`src/rtl/sync_debounce.sv`:
```
// rtl/sync_debounce.sv - multi-channel pad synchronizer with optional debounce filter and edge pulses
//
// Purpose:
//   Each channel of `in` runs through a STAGES-deep synchronizer chain.
//   It then passes an optional debounce filter that accepts a new level
//   only after it has persisted for DEBOUNCE_CYCLES consecutive enabled
//   cycles. The block drives the clean level on `out`, plus registered
//   one-cycle pulses on `rise` and `fall`.
//
// Configuration:
//   SYNC_DEBOUNCE_FILTER_EN - when defined, per-channel debounce counters
//   are built. When undefined, no counters exist, DEBOUNCE_CYCLES is
//   ignored, and out follows the synchronized value one enabled edge later.
//
// Ports:
//   MHz10 - system clock, rising edge
//   rst   - asynchronous active-high reset
//   en    - clock enable; all state holds while low, pulses drop to 0
//   in    - raw asynchronous inputs, WIDTH bits
//   out   - debounced synchronized levels
//   rise  - one-cycle pulse when out[i] goes 0->1
//   fall  - one-cycle pulse when out[i] goes 1->0

module sync_debounce #(
    parameter int WIDTH           = 4,
    parameter int STAGES          = 2,
    parameter int DEBOUNCE_CYCLES = 16
) (
    input  logic             MHz10,
    input  logic             rst,
    input  logic             en,
    input  logic [WIDTH-1:0] in,
    output logic [WIDTH-1:0] out,
    output logic [WIDTH-1:0] rise,
    output logic [WIDTH-1:0] fall
);

`ifndef SYNC_DEBOUNCE_FILTER_EN
    localparam int unused_debounce_cycles = DEBOUNCE_CYCLES;
`endif

    for (genvar i = 0; i < WIDTH; i++) begin : g_chan
        logic [STAGES-1:0] chain;
        logic              synced;
        logic              st;
        logic              st_next;
        logic              rise_q;
        logic              fall_q;

        assign synced = chain[STAGES-1];

        always_ff @(posedge MHz10 or posedge rst) begin
            if (rst) begin
                chain <= '0;
            end else if (en) begin
                chain <= {chain[STAGES-2:0], in[i]};
            end
        end

`ifdef SYNC_DEBOUNCE_FILTER_EN
        localparam int CW = $clog2(DEBOUNCE_CYCLES + 1);

        logic [CW-1:0] cnt;
        logic [CW-1:0] cnt_next;

        // Any cycle where synced agrees with the accepted level restarts the
        // count, so only an unbroken run of mismatches reaches acceptance.
        always_comb begin
            st_next  = st;
            cnt_next = cnt;
            if (synced == st) begin
                cnt_next = '0;
            end else if (cnt == CW'(DEBOUNCE_CYCLES - 1)) begin
                st_next  = synced;
                cnt_next = '0;
            end else begin
                cnt_next = cnt + CW'(1);
            end
        end

        always_ff @(posedge MHz10 or posedge rst) begin
            if (rst) begin
                cnt <= '0;
            end else if (en) begin
                cnt <= cnt_next;
            end
        end
`else
        assign st_next = synced;
`endif

        // Pulses come from the same edge that updates st, so they line up
        // with the first cycle out shows the new level. A disabled cycle
        // clears them, so a pulse never lasts more than one clock.
        always_ff @(posedge MHz10 or posedge rst) begin
            if (rst) begin
                st     <= 1'b0;
                rise_q <= 1'b0;
                fall_q <= 1'b0;
            end else if (en) begin
                st     <= st_next;
                rise_q <= st_next & ~st;
                fall_q <= ~st_next & st;
            end else begin
                rise_q <= 1'b0;
                fall_q <= 1'b0;
            end
        end

        assign out[i]  = st;
        assign rise[i] = rise_q;
        assign fall[i] = fall_q;
    end

endmodule

```
`config.mk`:
```
export PLATFORM = sky130hd
export DESIGN_NAME = sync_debounce
export DESIGN_NICKNAME = d
export VERILOG_FILES = /design/src/rtl/sync_debounce.sv
export SDC_FILE = /design/constraint.sdc
export NUM_CORES = 1
export LEC_CHECK = 0
export BUFFER_PORTS_ARGS = -buffer_cell sky130_fd_sc_hd__buf_2
export CAP_MARGIN = 40
export CORE_UTILIZATION = 51
export DETAILED_ROUTE_END_ITERATION = 16
export PLACE_DENSITY_LB_ADDON = 0.15
export SLEW_MARGIN = 20
export SYNTH_ARGS = -nofsm -noshare
export SYNTH_HDL_FRONTEND = slang
export SYNTH_SLANG_ARGS = --single-unit
```
`constraint.sdc`:
```
create_clock -name MHz10 -period 1.05 [get_ports MHz10]
set_input_delay 0.2625 -clock MHz10 [delete_from_list [all_inputs] [get_ports MHz10]]
set_output_delay 0.2625 -clock MHz10 [all_outputs]
set_load 0.02 [all_outputs]
```
---- Yosys cells after proc, flatten, opt, wreduce, memory -nomap -nowiden ----
Index checks and enable logic that the tools add are counted.
Widths: inputs -> output; s select.
storage, ports and cells
  register bits after elaboration ......... 20
  input bits .............................. 7
  output and inout bits ................... 12
  logic and storage cells ................. 40
operators by class
  muxes and demuxes ....................... 8
  bitwise logic cells ..................... 16
operators with widths
  kind         count
  $and 1x1->1  8
  $mux 1       8
  $not 1->1    8

---- Logic depth before layout (Yosys ltp) ----
Gate-level depths: netlist (run 1).
  depth after elaboration ................. 3
  depth in mapped cells ................... 2
  mapped depth without buffers ............ 1

---- Worst setup path after synthesis (run 1) ----
Ideal clock, no wire load.
  path type ............................... input to register
  from .................................... input port en
  to ...................................... register g_chan[0].chain[0]
  setup time .............................. 0.125 ns
  arrival time ............................ 0.699 ns
  required time ........................... 0.925 ns
  path slack .............................. 0.226 ns
  stages .................................. 2
  path buffers ............................ 1
  path through ............................ buf_6 -> mux2_4
RTL lines
  element               line  source
  from (decl)           31    input logic en,
  to (signal assigned)  56    chain <= {chain[STAGES-2:0], in[i]};
  to (decl)             43    logic [STAGES-1:0] chain;
No word-level cell between the ends.

---- Worst setup path in the final report (run 1) ----
  from .................................... register g_chan[1].st
  to ...................................... output port out[1]
RTL lines
  element                 line  source
  from (decl)             45    logic st;
  from (signal assigned)  101   st <= st_next;
  to (decl)               33    output logic [WIDTH-1:0] out,
No word-level cell between the ends.

==> run metrics, run 1 <==
global placement routability congestion=0.6300; Final Util=67.21%; total number of vias=413; worst path cell trace=buf_6; worst hold slack=0.1963 ns; vias per cell=4.802; critical path depth=1; Avg WL per Cell=12.29 um; drt pass-1 iters=3; Tmin final=1.130 ns; Synth cell types=7; detailed placer's ending HPWL=602.2 um; num ports=19; clock skew=0.002273 ns; CTS max path bufs=2; worst vdd ir=between 800 and 900 uV; worst setup path start=g_chan[1].st; Hold Crit Start=in[1]; cells after synthesis=55; Max Clk Rate=884.8 MHz; diode count=0; worst reg-to-reg setup slack=0.02 ns; largest net degree at the start of global routing=21; CP startpoint kind=register; Reg-to-Reg Start=g_chan[0].st; max_cap viols=0; failing checks=setup timing; critical path arrival=roughly 0.87 ns; TritonCTS buffer count=3; antenna-violating nets left=0; std cell rows=14; core area=1541 um2; Synth Net Count=between 60 and 70; Worst path top cell family by delay=flip-flops; setup violators final=12; slew margin rel.=83.69%; Pwr Total=roughly 1.8 mW; worst r2r path cells=3; Syn Std Cell Area=between 800 and 900 um2; Lkg Pwr=0.5557 nW; Multi-input gate area=242.7 um2; Crit path largest cell delay=0.43 ns; Area Growth Syn to Fin=20.52%; H-tree depth=1; Critical Path Sink Type=output pin; register area share after synthesis=58.22%; Layout Nets=78; Post-route DRC=0; DIE AREA=1854 um2; max-slew violation count=0; synth warn=0; vias in the first global route=427; Worst Setup Slack, final=-0.08018 ns; final period utilization=107.6%; Iteration-0 DRC Markers=1; status=finished with violations; Max stage delay cell, worst path=dfrtp_1; Layout fillers=113; Hold Vio Cnt, Final=0; first-pass GRT wire length=about 1800 um; PortBufs=18; CP Max Fanout=4; Chip Height=43.06 um; clk sinks=20; drt total wl=~1100 um; clock slew at reported path FFs=0.10 ns; Crit path required time=0.79 ns; crit path kind=register to output pin; Slew @ Worst Pin=0.2446 ns; Root Driver=clkbuf_4; layout cells sized above 1=54.29%; grt ovf=0; RSZ-0062 raised after global routing=true; CP Buf/Inv Count=1; Post-Syn Area per Cell=15.63 um2; GRT Overall Usage=13.67%; CTS tree=done; Hold Crit Class=primary input to register; synthesized flop and latch total=20; clk_lat worst skew=0.29 ns; initial antenna violation count=0; Die X-Extent=43.06 um; WHS Path Cells=2; Initial Util=55.76%; PwrDens=1754 nW/um2; register area=about 500 um2
-- final cells by class --
cell class                      count  share of cell area [%]
Clock buffer                        4                   3.502
Timing Repair Buffer               25                   22.46
Inverter                            1                  0.3623
Tap cell                           16                   1.932
Multi-Input combinational cell     20                   23.43
Sequential cell                    20                   48.31
-- kinds of logic (layout without fill, tap and decap cells) --
kind of cell,after synthesis,in the layout,synth area share (%)
AND/OR/NAND/NOR,8,8,8.152
flip-flops,20,20,58.22
buffers and inverters,15,30,13.54
multiplexers,12,12,20.09
-- flip-flops by register name, summed over array words and instances (netlist names) --
signal / cells
g_chan.chain: 8
g_chan.fall_q: 4
g_chan.rise_q: 4
g_chan.st: 4
-- report_power, final --
group          switching (mW)  internal (mW)
logic                   0.172          0.280
clock network           0.214          0.211
registers              0.0706          0.869
-- cells in the final DEF (no fill, tap or decap) --
master         count
and3b_1            8
buf_12             1
buf_2              6
buf_4              5
buf_6             12
clkbuf_4           3
clkbuf_8           1
dfrtp_1           20
dlygate4sd3_1      1
inv_1              1
mux2_1             2
mux2_4            10
-- path summary, 6_finish.rpt --
| path | to |
|---|---|
| worst max-delay path | out[1] |
| worst min-delay path | g_chan[1].chain[0] |
| worst max register to register | g_chan[0].st |
| worst min register to register | g_chan[3].chain[1] |
| max in group asynchronous | g_chan[1].chain[1] |
| min in group asynchronous | g_chan[3].rise_q |
-- cell usage after synthesis (all sizes together) --
master	number	area [um2]
dfrtp	20	500.5
buf	14	112.6
mux2	12	172.7
and3b	8	70.07
inv	1	3.750
-- stage by stage --
stage	area (um2)	worst slack, ns	std cells	setup TNS (ns)
after floorplan	859.6	0.2256	55	0
after global placement	884.6	0.07541	77	0
after detailed placement	884.6	0.06875	77	0
after CTS	1022	-0.08659	85	-0.5355
after global routing	1036	-0.1198	86	-0.9027
final	1036	-0.08018	86	-0.3707
-- repair_timing --
action,CTS,global route
cloned,0,0
setup endpoints to repair,12,12
hold endpoints to repair,20,0
buffers inserted,3,1
hold buffers,1,0
resized for setup,22,2
-- routing by layer --
metal	vias to the layer above	wire (um)	GRT usage, %
met5	-	0	0
met4	0	0	5.455
met3	0	38	3.830
met2	13	521	24.24
met1	196	496	15.34
li1	204	-	-
No activity file was read; power rests on OpenSTA's default activity.
==> run 2: changes to the inputs <==
- ABC_AREA: unset -> 1
- SLEW_MARGIN: 20 -> unset
- clock period: 1.05 -> 1.15 ns (I/O delays scaled with it)
==> run 2 against run 1 <==
  * The run ends with hold timing left
  * Sequential share of layout area increased by 6.2 points
  * Area after synthesis decreased by 1.6%
  * Design area decreased by 11%
  * Critical endpoint is now out[2]
  * Final cell count increased by 33%
  * Clock skew decreased by 0.0011 ns
  * Routed wire length decreased by 1.8%
  * Critical path depth unchanged
  * Largest power group unchanged
  * Combinational power decreased by 45%
  * Die area decreased by 1.5%
==> run metrics, run 2 <==
Chip Height=42.73 um (was 43.06 um); Synth area leaders=dfrtp_1, nand2_1, buf_4 (was dfrtp_1, mux2_4, buf_4); leading area contributor after synthesis=dfrtp_1 (unchanged); CP Buf/Inv Count=1 (unchanged); Final Util=60.26% (was 67.21%); Max stage delay cell, worst path=dfrtp_1 (unchanged); CTS tree=done (unchanged); placed cell count=106 (was 77); critical path depth=1 (unchanged); Iteration-0 DRC Markers=14 (was 1); Worst path top cell family by delay=flip-flops (unchanged); worst hold slack=-0.004716 ns (was 0.1963 ns); sequential power share=55.7% (was 51.7%); Fin Setup TNS=0 ns (was -0.3707 ns); CP Max Fanout=3 (was 4); diode count=0 (unchanged); max-slew violation count=0 (unchanged); clock skew=0.001151 ns (was 0.002273 ns); Post-Layout Cell Count=114 (was 86); RSZ-0062 raised after global routing=true (unchanged); TritonCTS buffer count=3 (unchanged); Multi-input gate area=192.7 um2 (was 242.7 um2); vias in the first global route=450 (was 427); Avg WL per Cell=9.105 um (was 12.29 um); most frequent cells in the layout=nand2_1, dfrtp_1, buf_2 (was dfrtp_1, buf_6, mux2_4); CP startpoint kind=register (unchanged); most common cell after layout, fill and taps aside=nand2_1 (was dfrtp_1); Hold Vio Cnt, Final=14 (was 0); initial antenna violation count=0 (unchanged); detailed placer's ending HPWL=686.1 um (was 602.2 um); Layout fillers=123 (was 113); Die X-Extent=42.73 um (was 43.06 um); drt total wl=1038 um (was 1057 um); grt ovf=0 (unchanged); Reg-to-Reg Start=g_chan[2].st (was g_chan[0].st); PortBufs=18 (unchanged); Slew @ Worst Pin=0.3086 ns (was 0.2446 ns); PwrDens=1570 nW/um2 (was 1754 nW/um2); synth warn=0 (unchanged); H-tree depth=1 (unchanged); std cell rows=14 (unchanged); Crit path required time=0.86 ns (was 0.79 ns); register area share after synthesis=59.17% (was 58.22%); Root Driver=clkbuf_4 (unchanged); largest net degree at the start of global routing=21 (unchanged); switching power=0.3753 mW (was 0.4565 mW); synthesized flop and latch total=20 (unchanged); Tmin final=1.146 ns; CTS max path bufs=2 (unchanged); Max Clk Rate=slightly below 900 MHz; Net Sw Frac=26.03% (was 25.12%); clock slew at reported path FFs=0.11 ns (was 0.10 ns); Synth Flop Type=dfrtp_1 (unchanged); Post-synth EDFFs=0 (unchanged); Hold Crit Class=primary input to asynchronous set/reset pin (was primary input to register); Lkg Pwr=0.5385 nW (was 0.5557 nW); register area=500.5 um2 (unchanged); global placement routability congestion=0.7182 (was 0.6300); core area=1524 um2 (was 1541 um2); critical path arrival=0.86 ns (was 0.87 ns); antenna-violating nets left=0 (unchanged); Synth cell types=11 (was 7); Synth async-reset ratio=100.0% (unchanged); Yosys top cell area share=59.17% (was 58.22%); num ports=19 (unchanged); placed cell area=827.0 um2 (was 884.6 um2); clk_lat worst skew=0.29 ns (about the same); Post-Syn Area per Cell=9.835 um2 (was 15.63 um2); worst setup path start=g_chan[2].st (was g_chan[1].st); worst vdd ir=1030 uV (was 876.6 uV); worst r2r path cells=3 (unchanged); setup violators final=0 (was 12); Post-route DRC=0 (unchanged); Initial Util=55.50% (was 55.76%); Area Growth Syn to Fin=8.580% (was 20.52%); worst path cell trace=buf_6 (unchanged); Largest register FFs=8 (unchanged); worst reg-to-reg setup slack=0.35 ns (was 0.02 ns); vias per cell=4.421 (was 4.802); clk sinks=20 (unchanged); top cells by count, synth=nand2_1, dfrtp_1, buf_4 (was dfrtp_1, buf_4, mux2_4); GRT Overall Usage=13.88% (was 13.67%); # hold bufs at CTS=0 (was 1); slew margin rel.=79.42% (was 83.69%); crit path kind=register to output pin (unchanged); total number of vias=504 (was 413); Critical Path Sink Type=output pin (unchanged); final period utilization=99.67%; first-pass GRT wire length=1869 um (was 1814 um); internal power=1.067 mW (was 1.360 mW); Design Area, Final=918.4 um2 (was 1036 um2); logic gate share of total power=17.1% (was 24.9%); drt pass-1 iters=4 (was 3); Critical Path Sink=out[2] (was out[1]); Biggest register=g_chan.chain (unchanged); DIE AREA=1825 um2 (was 1854 um2); Syn Std Cell Area=845.8 um2 (was 859.6 um2); failing checks=hold timing (was setup timing); status=finished with violations (unchanged); Synth Net Count=93 (was 62); most frequent cell after synthesis=nand2_1 (was dfrtp_1); Layout Nets=106 (was 78); cells after synthesis=86 (was 55); max_cap viols=0 (unchanged); layout cells sized above 1=31.63% (was 54.29%); FF-to-FF End=g_chan[2].fall_q (was g_chan[0].st); Clk network pwr share=27.2% (was 23.4%); Crit path largest cell delay=0.43 ns (about the same)
## run 2: cell count changes after synthesis, sizes merged
cell   delta
and3b     -8
nor2      +8
nand2    +40
inv       +2
buf       +1
mux2     -12
## run 2: cells by family after synthesis
logic type	after synthesis	share of synthesized area, %
simple gates	48	22.78
flops	20	59.17
buf+inv	18	18.05
## run 2: per-layer routing
layer / vias up / global-route usage [%] / wire [um]
met5: - / 0 / 0
met4: 0 / 9.375 / 9
met3: 2 / 2.553 / 40
met2: 15 / 20.61 / 466
met1: 219 / 18.44 / 522
li1: 268 / - / -
## run 2: final cells by class
type | instances | area share, %
well taps | 16 | 2.180
multi-input cells | 48 | 20.98
inverters | 3 | 1.771
flip-flops and latches | 20 | 54.50
clock buffers | 4 | 3.951
repair buffers | 23 | 16.62
## run 2: worst min-delay path by stage
stage,cells after the start,startpoint,slack [ns],to
2_1_floorplan,1,rst,0.25,g_chan[0].chain[0]
3_3_place_gp,3,rst,0.31,g_chan[2].fall_q
3_5_place_dp,3,rst,0.32,g_chan[2].rise_q
4_1_cts,3,rst,0.0008,g_chan[2].rise_q
5_1_grt,3,rst,0.01,g_chan[2].rise_q
6_report,3,rst,-0.005,g_chan[2].rise_q
## run 2: timing repair
| action | in CTS | in global routing |
|---|---|---|
| endpoints found under the setup margin | 4 | 4 |
| setup buffers | 3 | 1 |
| pin swaps | 0 | 0 |
| gates resized for setup | 2 | 6 |
## run 2: power groups by stage
stage | registers [mW] | logic [mW] | clock network (mW)
after floorplan | 0.814 | 0.204 | 0
after global placement | 0.818 | 0.192 | 0
after detailed placement | 0.821 | 0.196 | 0
after CTS | 0.800 | 0.228 | 0.405
after global routing | 0.811 | 0.274 | 0.435
final | 0.803 | 0.247 | 0.392
## run 2: worst register-to-register path: cells and delay by family (launching register included)
| kind | cells | cell delay (ns) |
|---|---|---|
| buffers and inverters | 1 | 0.15 |
| and+or+nand+nor | 2 | 0.13 |
| DFF | 1 | 0.43 |
## run 2: metrics by stage
stage               power, mW  worst slack, ns  hold slack, ns
floorplan               1.018           0.3282          0.2513
global placement        1.010           0.2357          0.3147
detailed placement      1.017           0.2139          0.3250
CTS                     1.433         -0.01626       0.0007842
global route            1.520         -0.02834         0.01478
finish                  1.442         0.003797       -0.004716
